<file path="config.mk">
export PLATFORM = sky130hd
export DESIGN_NAME = sample_mac_pipe
export DESIGN_NICKNAME = d
export VERILOG_FILES = /design/src/rtl/sample_mac_pipe.sv
export SDC_FILE = /design/constraint.sdc
export NUM_CORES = 1
export LEC_CHECK = 0
export CORE_ASPECT_RATIO = 1.1
export CORE_MARGIN = 2
export CORE_UTILIZATION = 35
export DETAILED_ROUTE_END_ITERATION = 7
export PLACE_DENSITY_LB_ADDON = 0.05
export SLEW_MARGIN = 15
export SYNTH_ARGS = -nofsm -noshare
export SYNTH_HDL_FRONTEND = slang
export SYNTH_SLANG_ARGS = --single-unit
</file>
<file path="constraint.sdc">
create_clock -name clk -period 21.3 [get_ports clk]
set_clock_uncertainty 0.2 [all_clocks]
set_input_delay 5.325 -clock clk [delete_from_list [all_inputs] [get_ports clk]]
set_output_delay 5.325 -clock clk [all_outputs]
set_load 0.1 [all_outputs]
</file>
<file path="src/rtl/sample_mac_pipe.sv">
// Pipelined signed multiply / multiply-accumulate with a configurable depth and output narrowing.
// A valid bit and the accumulate controls ride alongside the data, and ce stalls every register.
module sample_mac_pipe #(
  parameter int A_WIDTH   = 14,
  parameter int B_WIDTH   = 14,
  parameter int P_WIDTH   = 14,
  parameter int ACC_WIDTH = 32,
  parameter int STAGES    = 2,
  parameter int SAT       = 0
) (
  input  logic               clk,
  input  logic               reset,
  input  logic               ce,
  input  logic               in_valid,
  input  logic [A_WIDTH-1:0] din0,
  input  logic [B_WIDTH-1:0] din1,
  input  logic               acc_en,
  input  logic               acc_clr,
  output logic               out_valid,
  output logic [P_WIDTH-1:0] dout,
  output logic               ovf
);

  localparam int M_WIDTH = A_WIDTH + B_WIDTH;
  localparam int DLY     = STAGES - 2;
  localparam int U_WIDTH = ACC_WIDTH - P_WIDTH + 1;
  localparam logic [P_WIDTH-1:0] P_MAX = {1'b0, {(P_WIDTH-1){1'b1}}};
  localparam logic [P_WIDTH-1:0] P_MIN = {1'b1, {(P_WIDTH-1){1'b0}}};

  logic signed [A_WIDTH-1:0]   a_r;
  logic signed [B_WIDTH-1:0]   b_r;
  logic                        v_r, en_r, clr_r;
  logic signed [M_WIDTH-1:0]   a_ext_s, b_ext_s, prod_s;
  logic signed [M_WIDTH-1:0]   fin_prod_s;
  logic                        fin_v_s, fin_en_s, fin_clr_s;
  logic signed [ACC_WIDTH-1:0] acc_r, sext_s, acc_nxt_s, res_s;
  logic [U_WIDTH-1:0]          upper_s;
  logic [P_WIDTH-1:0]          conv_s;
  logic                        ovf_s;
  logic                        out_valid_r, ovf_r;
  logic [P_WIDTH-1:0]          dout_r;

  // Stage 1: capture operands and sideband
  always_ff @(posedge clk or posedge reset) begin
    if (reset) begin
      a_r   <= {A_WIDTH{1'b0}};
      b_r   <= {B_WIDTH{1'b0}};
      v_r   <= 1'b0;
      en_r  <= 1'b0;
      clr_r <= 1'b0;
    end else if (ce) begin
      a_r   <= din0;
      b_r   <= din1;
      v_r   <= in_valid;
      en_r  <= acc_en;
      clr_r <= acc_clr;
    end
  end

  // Operands are sign-extended first so the product is exact at full width
  assign a_ext_s = M_WIDTH'(a_r);
  assign b_ext_s = M_WIDTH'(b_r);
  assign prod_s  = a_ext_s * b_ext_s;

  generate
    if (DLY > 0) begin : g_dly
      logic signed [M_WIDTH-1:0] prod_d_r [DLY];
      logic [DLY-1:0]            v_d_r, en_d_r, clr_d_r;

      // Product delay line with its sideband bits
      always_ff @(posedge clk or posedge reset) begin
        if (reset) begin
          for (int i = 0; i < DLY; i++) prod_d_r[i] <= {M_WIDTH{1'b0}};
          v_d_r   <= {DLY{1'b0}};
          en_d_r  <= {DLY{1'b0}};
          clr_d_r <= {DLY{1'b0}};
        end else if (ce) begin
          prod_d_r[0] <= prod_s;
          v_d_r[0]    <= v_r;
          en_d_r[0]   <= en_r;
          clr_d_r[0]  <= clr_r;
          for (int i = 1; i < DLY; i++) begin
            prod_d_r[i] <= prod_d_r[i-1];
            v_d_r[i]    <= v_d_r[i-1];
            en_d_r[i]   <= en_d_r[i-1];
            clr_d_r[i]  <= clr_d_r[i-1];
          end
        end
      end

      assign fin_prod_s = prod_d_r[DLY-1];
      assign fin_v_s    = v_d_r[DLY-1];
      assign fin_en_s   = en_d_r[DLY-1];
      assign fin_clr_s  = clr_d_r[DLY-1];
    end else begin : g_nodly
      assign fin_prod_s = prod_s;
      assign fin_v_s    = v_r;
      assign fin_en_s   = en_r;
      assign fin_clr_s  = clr_r;
    end
  endgenerate

  assign sext_s = ACC_WIDTH'(fin_prod_s);

  // Accumulator update and full-width result selection
  always_comb begin
    acc_nxt_s = acc_r;
    res_s     = sext_s;
    if (fin_v_s && fin_en_s) begin
      if (fin_clr_s) begin
        acc_nxt_s = sext_s;
      end else begin
        acc_nxt_s = acc_r + sext_s;
      end
      res_s = acc_nxt_s;
    end else begin
      acc_nxt_s = acc_r;
    end
  end

  // Narrow to P_WIDTH: overflow whenever the dropped bits are not a sign extension
  always_comb begin
    upper_s = res_s[ACC_WIDTH-1:P_WIDTH-1];
    ovf_s   = ~((&upper_s) | ~(|upper_s));
    conv_s  = res_s[P_WIDTH-1:0];
    if ((SAT != 0) && ovf_s) begin
      if (res_s[ACC_WIDTH-1]) begin
        conv_s = P_MIN;
      end else begin
        conv_s = P_MAX;
      end
    end else begin
      conv_s = res_s[P_WIDTH-1:0];
    end
  end

  // Final stage: results and accumulator only move on a valid beat
  always_ff @(posedge clk or posedge reset) begin
    if (reset) begin
      acc_r       <= {ACC_WIDTH{1'b0}};
      dout_r      <= {P_WIDTH{1'b0}};
      ovf_r       <= 1'b0;
      out_valid_r <= 1'b0;
    end else if (ce) begin
      out_valid_r <= fin_v_s;
      if (fin_v_s) begin
        acc_r  <= acc_nxt_s;
        dout_r <= conv_s;
        ovf_r  <= ovf_s;
      end
    end
  end

  assign out_valid = out_valid_r;
  assign dout      = dout_r;
  assign ovf       = ovf_r;

endmodule

</file>
## After elaboration in Yosys (flattened, before gate mapping)

Cells that the tools add are included.

- Register bits after elaboration: 79
- Logic and storage cells: 21
- Input bits: 34
- Output and inout port bits: 16

- $mul: 1
- Add/sub/neg operators: 1
- Mux-type cells: 2
- Bitwise gates (word level): 3
- Reduce and logical (&&, ||, !) cells: 5

Operator list:

| kind | number |
|---|---|
| 32-bit two-way mux | 2 |
| 32-bit by 28-bit adder with 32-bit output | 1 |
| 14-bit by 14-bit multiplier with 28-bit output | 1 |
| 19-bit AND reduction | 1 |
| 19-bit OR reduction | 1 |
| 3-bit AND reduction | 1 |
| 1-bit NOT | 2 |
| 2-bit AND reduction | 1 |
| 1-bit logical AND | 1 |
| 1-bit OR | 1 |

## Longest topological paths before layout

- Depth in word-level cells: 8
- Depth in mapped cells: 35
- Depth with buffers taken out: 33

## Worst setup path before layout

Ideal clock, no wire load.

- Path kind: register to register
- Start: register a_r[13]
- End: register ovf_r, in the netlist ovf
- Clock period less this slack: 8269 ps
- Data required time: 20972 ps
- Arrival time: 7941 ps
- Library setup time: 128 ps
- Path slack: 13031 ps
- Buffers on the path: 2
- Stages on the path, launching flop included: 32
- Path through: dfrtp_1 > clkbuf_1 > nand2_1 > fa_1 > inv_1 > fa_1 > inv_1 > fa_1 > inv_1 > fa_1 > fa_1 > inv_1 > fa_1 > inv_1 > ha_1 > clkbuf_1 > a21o_1 > a311oi_1 > nor2_1 > a311oi_1 > a2111oi_2 > ha_1 > and2_1 > nand4_1 > a2111o_1 > o22ai_2 > o22ai_1 > mux2i_1 > or2_0 > o311a_1 > o41ai_2 > a2bb2oi_1

- Longest elaborated chain between the ends: 8
- Elaborated cells between the ends (all ways): 9
- Those cells by class: 1 x add/sub; 1 x mul; 2 x mux; 3 x bitwise; 2 x reduce/logical

RTL lines:

| element | line | text |
|---|---|---|
| from (decl) | 30 | `logic signed [A_WIDTH-1:0] a_r;` |
| from (signal assigned) | 46 | `a_r <= {A_WIDTH{1'b0}};` |
| from (signal assigned) | 52 | `a_r <= din0;` |
| 14-bit by 14-bit multiplier with 28-bit output (*) | 63 | `assign prod_s = a_ext_s * b_ext_s;` |
| 32-bit by 28-bit adder with 32-bit output | 113 | `acc_nxt_s = acc_r + sext_s;` |
| 32-bit two-way mux | 110 | `if (fin_clr_s) begin` |
| 32-bit two-way mux (*) | 109 | `if (fin_v_s && fin_en_s) begin` |
| 19-bit OR reduction | 124 | `ovf_s = ~((&upper_s) \| ~(\|upper_s));` |
| 1-bit NOT | 124 |  |
| 1-bit OR (*) | 124 |  |
| 1-bit NOT (*) | 124 |  |
| to (signal assigned) | 149 | `ovf_r <= ovf_s;` |
| to (decl) | 40 | `logic out_valid_r, ovf_r;` |

Mark *: on every way between the ends. The rest lies on a longest branch, timed or not.
A chain may end at the register's enable or synchronous reset.

## Worst setup path after layout

Same ends and word-level chain as after synthesis.

==> flow_summary.json <==
{
  "design.final.nets": 1840,
  "design.die.area_mm2": 0.0401,
  "dp_hpwl_mm": 29.1,
  "fin_tns_setup_ns": 0,
  "overflow": 0,
  "max_slew_vio_count": 0,
  "row_count": 75,
  "post_cts.repair.setup_buffers": 0,
  "clk_path_buf_depth": 2,
  "grt_start_max_net_pins": 64,
  "timing_worst_slew_pin_value_ns": 0.972,
  "routabilityCongestion": 0.823,
  "outcome": "complete, no violations",
  "syn_inst": 1511,
  "drt.antenna.violating_nets": 0,
  "max_clock_freq_ghz": 0.106,
  "timing.hold.worst_path_depth": 1,
  "die_h_um": 210,
  "ys_warn_count": 0,
  "cts_resized": 0,
  "arrival_ns": 9.47,
  "crit_end": "ovf$_DFFE_PP0P_",
  "post-route-min-period_ns": 9.40,
  "critPathMaxStageDelay_ns": 0.71,
  "die_w_um": 191,
  "layout.core_utilization_pct": 38.7,
  "grt.total_usage_pct": 19.5,
  "synthesis.area_mm2": 0.0135,
  "worst_reg_to_reg_cells": 29,
  "setup-violations-final": 0,
  "critical_path.reg2reg.endpoint": "ovf$_DFFE_PP0P_",
  "timing.final.crit_share_pct": 44.1,
  "cts_hold_repair.buffers": 0,
  "cts_num_sinks": 79,
  "worst-r2r-setup-slack_ns": 11.90,
  "criticalPathCategory": "flop to flop",
  "timing.slew.headroom_pct": 35.0,
  "initial_antenna_violation_count": 0,
  "first_pass_iters": 5,
  "global_route_wire_length_before_repair_mm": 60.2,
  "synth_nets": 1841,
  "r2r-start": "a_r[13]$_DFFE_PP0P_",
  "ys.flop_type": "sky130_fd_sc_hd__dfrtp_1",
  "grt_setup_unrepaired": "false",
  "wirelength_mm": 36.4,
  "yosysSeqAreaShare_pct": 14.7,
  "synth_async_sr_flop_share_pct": 100,
  "htree_levels": 3,
  "placeableCoreArea_mm2": 0.0380,
  "critical_path_fanout_max": 15,
  "crit_required_ns": 21.37,
  "initial_core_util_pct": 35.4,
  "critPathLaunch": "a_r[13]$_DFFE_PP0P_",
  "cts_buffers": 9,
  "starting_drc_count_in_detailed_routing": 461,
  "syn_avg_cell_area_um2": 8.91,
  "worst_hold_slack_ns": 0.277,
  "post_route_cells_drive_above_1_share_pct": 5.94,
  "setup.worst_path.end_class": "flop",
  "detailroute.via_count": 10200,
  "timing.hold.worst.class": "flop to flop",
  "worst_case_setup_slack_after_placement_ns": 11.87,
  "synth_edf_count": 0,
  "antenna_cells_inserted": 0,
  "worst_path_max_delay_cell": "sky130_fd_sc_hd__dfrtp_1",
  "route.detailed.drc": 0,
  "io-pin-count": 50,
  "insertion_delay_ns": 0.38,
  "wl_per_cell_um": 18.1,
  "cts_tree": "yes",
  "area.growth.synth_to_final_pct": 9.13,
  "start_kind": "flop",
  "drv.max_cap_violation_count": 0,
  "ys_ff_latch": 79,
  "cts_root_buf": "sky130_fd_sc_hd__clkbuf_16",
  "synth_cell_types": 79,
  "buffer_ports.inserted": 49,
  "hold_viol": 0,
  "cts.reportedPaths.clkPinSlew_ns": 0.07,
  "first_global_vias": 10800,
  "worst_slack_ns": 11.90,
  "drt-vias-per-instance": 5.05
}
==> worst min-delay path by stage <==
stage	from	end	slack, ns
finish	dout[11]$_DFFE_PP0P_	dout[11]$_DFFE_PP0P_	0.28
global route	dout[12]$_DFFE_PP0P_	dout[12]$_DFFE_PP0P_	0.31
CTS	dout[11]$_DFFE_PP0P_	dout[11]$_DFFE_PP0P_	0.28
detailed placement	dout[11]$_DFFE_PP0P_	dout[11]$_DFFE_PP0P_	0.27
global placement	dout[8]$_DFFE_PP0P_	dout[8]$_DFFE_PP0P_	0.26
floorplan	acc_r[4]$_DFFE_PP0P_	acc_r[4]$_DFFE_PP0P_	0.25
==> cells by family (layout without fill, tap and decap cells) <==
| family | Yosys count | after routing | share of synthesized area, % |
|---|---|---|---|
| AO/OA/AOI/OAI | 274 | 274 | 13.9 |
| XOR/XNOR | 47 | 47 | 3.06 |
| adder cells (fa/ha/maj) | 296 | 296 | 38.4 |
| buffers and inverters | 310 | 314 | 8.76 |
| flip-flops | 79 | 79 | 14.7 |
| multiplexers | 56 | 56 | 4.46 |
| AND/OR/NAND/NOR | 449 | 449 | 16.7 |
==> Yosys cell counts (7+ instances only) <==
cell,instances,area share (%)
sky130_fd_sc_hd__fa_1,196,29
sky130_fd_sc_hd__xor2_1,15,0.98
sky130_fd_sc_hd__inv_1,241,6.7
sky130_fd_sc_hd__buf_1,7,0.20
sky130_fd_sc_hd__nor2b_1,8,0.37
sky130_fd_sc_hd__or2_2,11,0.51
sky130_fd_sc_hd__and3_1,9,0.42
sky130_fd_sc_hd__dfrtp_1,79,15
sky130_fd_sc_hd__and2_1,122,5.7
sky130_fd_sc_hd__mux2_2,32,2.7
sky130_fd_sc_hd__a21oi_1,64,2.4
sky130_fd_sc_hd__nor3_1,19,0.71
sky130_fd_sc_hd__nor2_1,62,1.7
sky130_fd_sc_hd__o211ai_1,13,0.72
sky130_fd_sc_hd__nand3_1,15,0.56
sky130_fd_sc_hd__o21ai_0,72,2.7
sky130_fd_sc_hd__clkbuf_1,59,1.6
sky130_fd_sc_hd__ha_1,100,9.3
sky130_fd_sc_hd__xnor2_1,32,2.1
sky130_fd_sc_hd__a211oi_1,11,0.61
sky130_fd_sc_hd__mux2i_1,24,1.8
sky130_fd_sc_hd__o21a_1,15,0.84
sky130_fd_sc_hd__nand2b_1,7,0.33
sky130_fd_sc_hd__nand4_1,12,0.56
sky130_fd_sc_hd__a31oi_1,9,0.42
sky130_fd_sc_hd__nand2_1,158,4.4
sky130_fd_sc_hd__a21o_1,18,1.0
==> placed cells by master (no fill, tap or decap), types with 11 or more instances in the layout <==
cell type,netlist,routed
sky130_fd_sc_hd__a211oi_1,11,11
sky130_fd_sc_hd__a21o_1,18,18
sky130_fd_sc_hd__a21oi_1,64,64
sky130_fd_sc_hd__and2_1,122,122
sky130_fd_sc_hd__clkdlybuf4s50_1,0,48
sky130_fd_sc_hd__dfrtp_1,79,78
sky130_fd_sc_hd__fa_1,196,196
sky130_fd_sc_hd__ha_1,100,100
sky130_fd_sc_hd__inv_1,241,240
sky130_fd_sc_hd__mux2_2,32,32
sky130_fd_sc_hd__mux2i_1,24,24
sky130_fd_sc_hd__nand2_1,158,158
sky130_fd_sc_hd__nand3_1,15,15
sky130_fd_sc_hd__nand4_1,12,12
sky130_fd_sc_hd__nor2_1,62,62
sky130_fd_sc_hd__nor3_1,19,19
sky130_fd_sc_hd__o211ai_1,13,13
sky130_fd_sc_hd__o21a_1,15,15
sky130_fd_sc_hd__o21ai_0,72,72
sky130_fd_sc_hd__or2_2,11,11
sky130_fd_sc_hd__xnor2_1,32,32
sky130_fd_sc_hd__xor2_1,15,15
==> area by class of cell <==
type                            instances  area, um^2
Clock buffer                           10         239
Fill cell                            3922       23300
Inverter                              241         906
Timing Repair Buffer                   57         546
Tap cell                              500         626
Clock inverter                          6        91.3
Multi-Input combinational cell       1122       10300
Sequential cell                        79        1980
==> critical path: cells and delay by family, from the launching register on <==
kind,cells,cell delay (ns)
AO/OA/AOI/OAI,8,2.63
buffers and inverters,6,0.48
AND/OR/NAND/NOR,6,1.35
multiplexers,1,0.20
adder cells (fa/ha/maj),8,3.72
flip-flops,1,0.71
==> registers in the layout (all words and copies together) (netlist names) <==
register / flops
a_r: 14
acc_r: 32
b_r: 14
clr_r: 1
dout: 14
en_r: 1
fin_v_s: 1
out_valid: 1
ovf: 1
==> metrics by stage <==
stage               std cells  area (um^2)
CTS                      2015        14700
finish                   2015        14700
global route             2015        14700
detailed placement       1999        14400
global placement         1999        14400
floorplan                1511        13500
==> metal layers <==
metal	vias to the layer above	part of all wire (%)	global-route usage, %
li1	4924	-	-
met3	27	2.5	2.51
met2	129	47	32.5
met5	-	0	0
met1	5090	49	26.4
met4	0	1.6	5.27
Power is left out: the tool's default activity adds up to more than one toggle a clock period on the data nets, which glitch-free logic cannot reach.
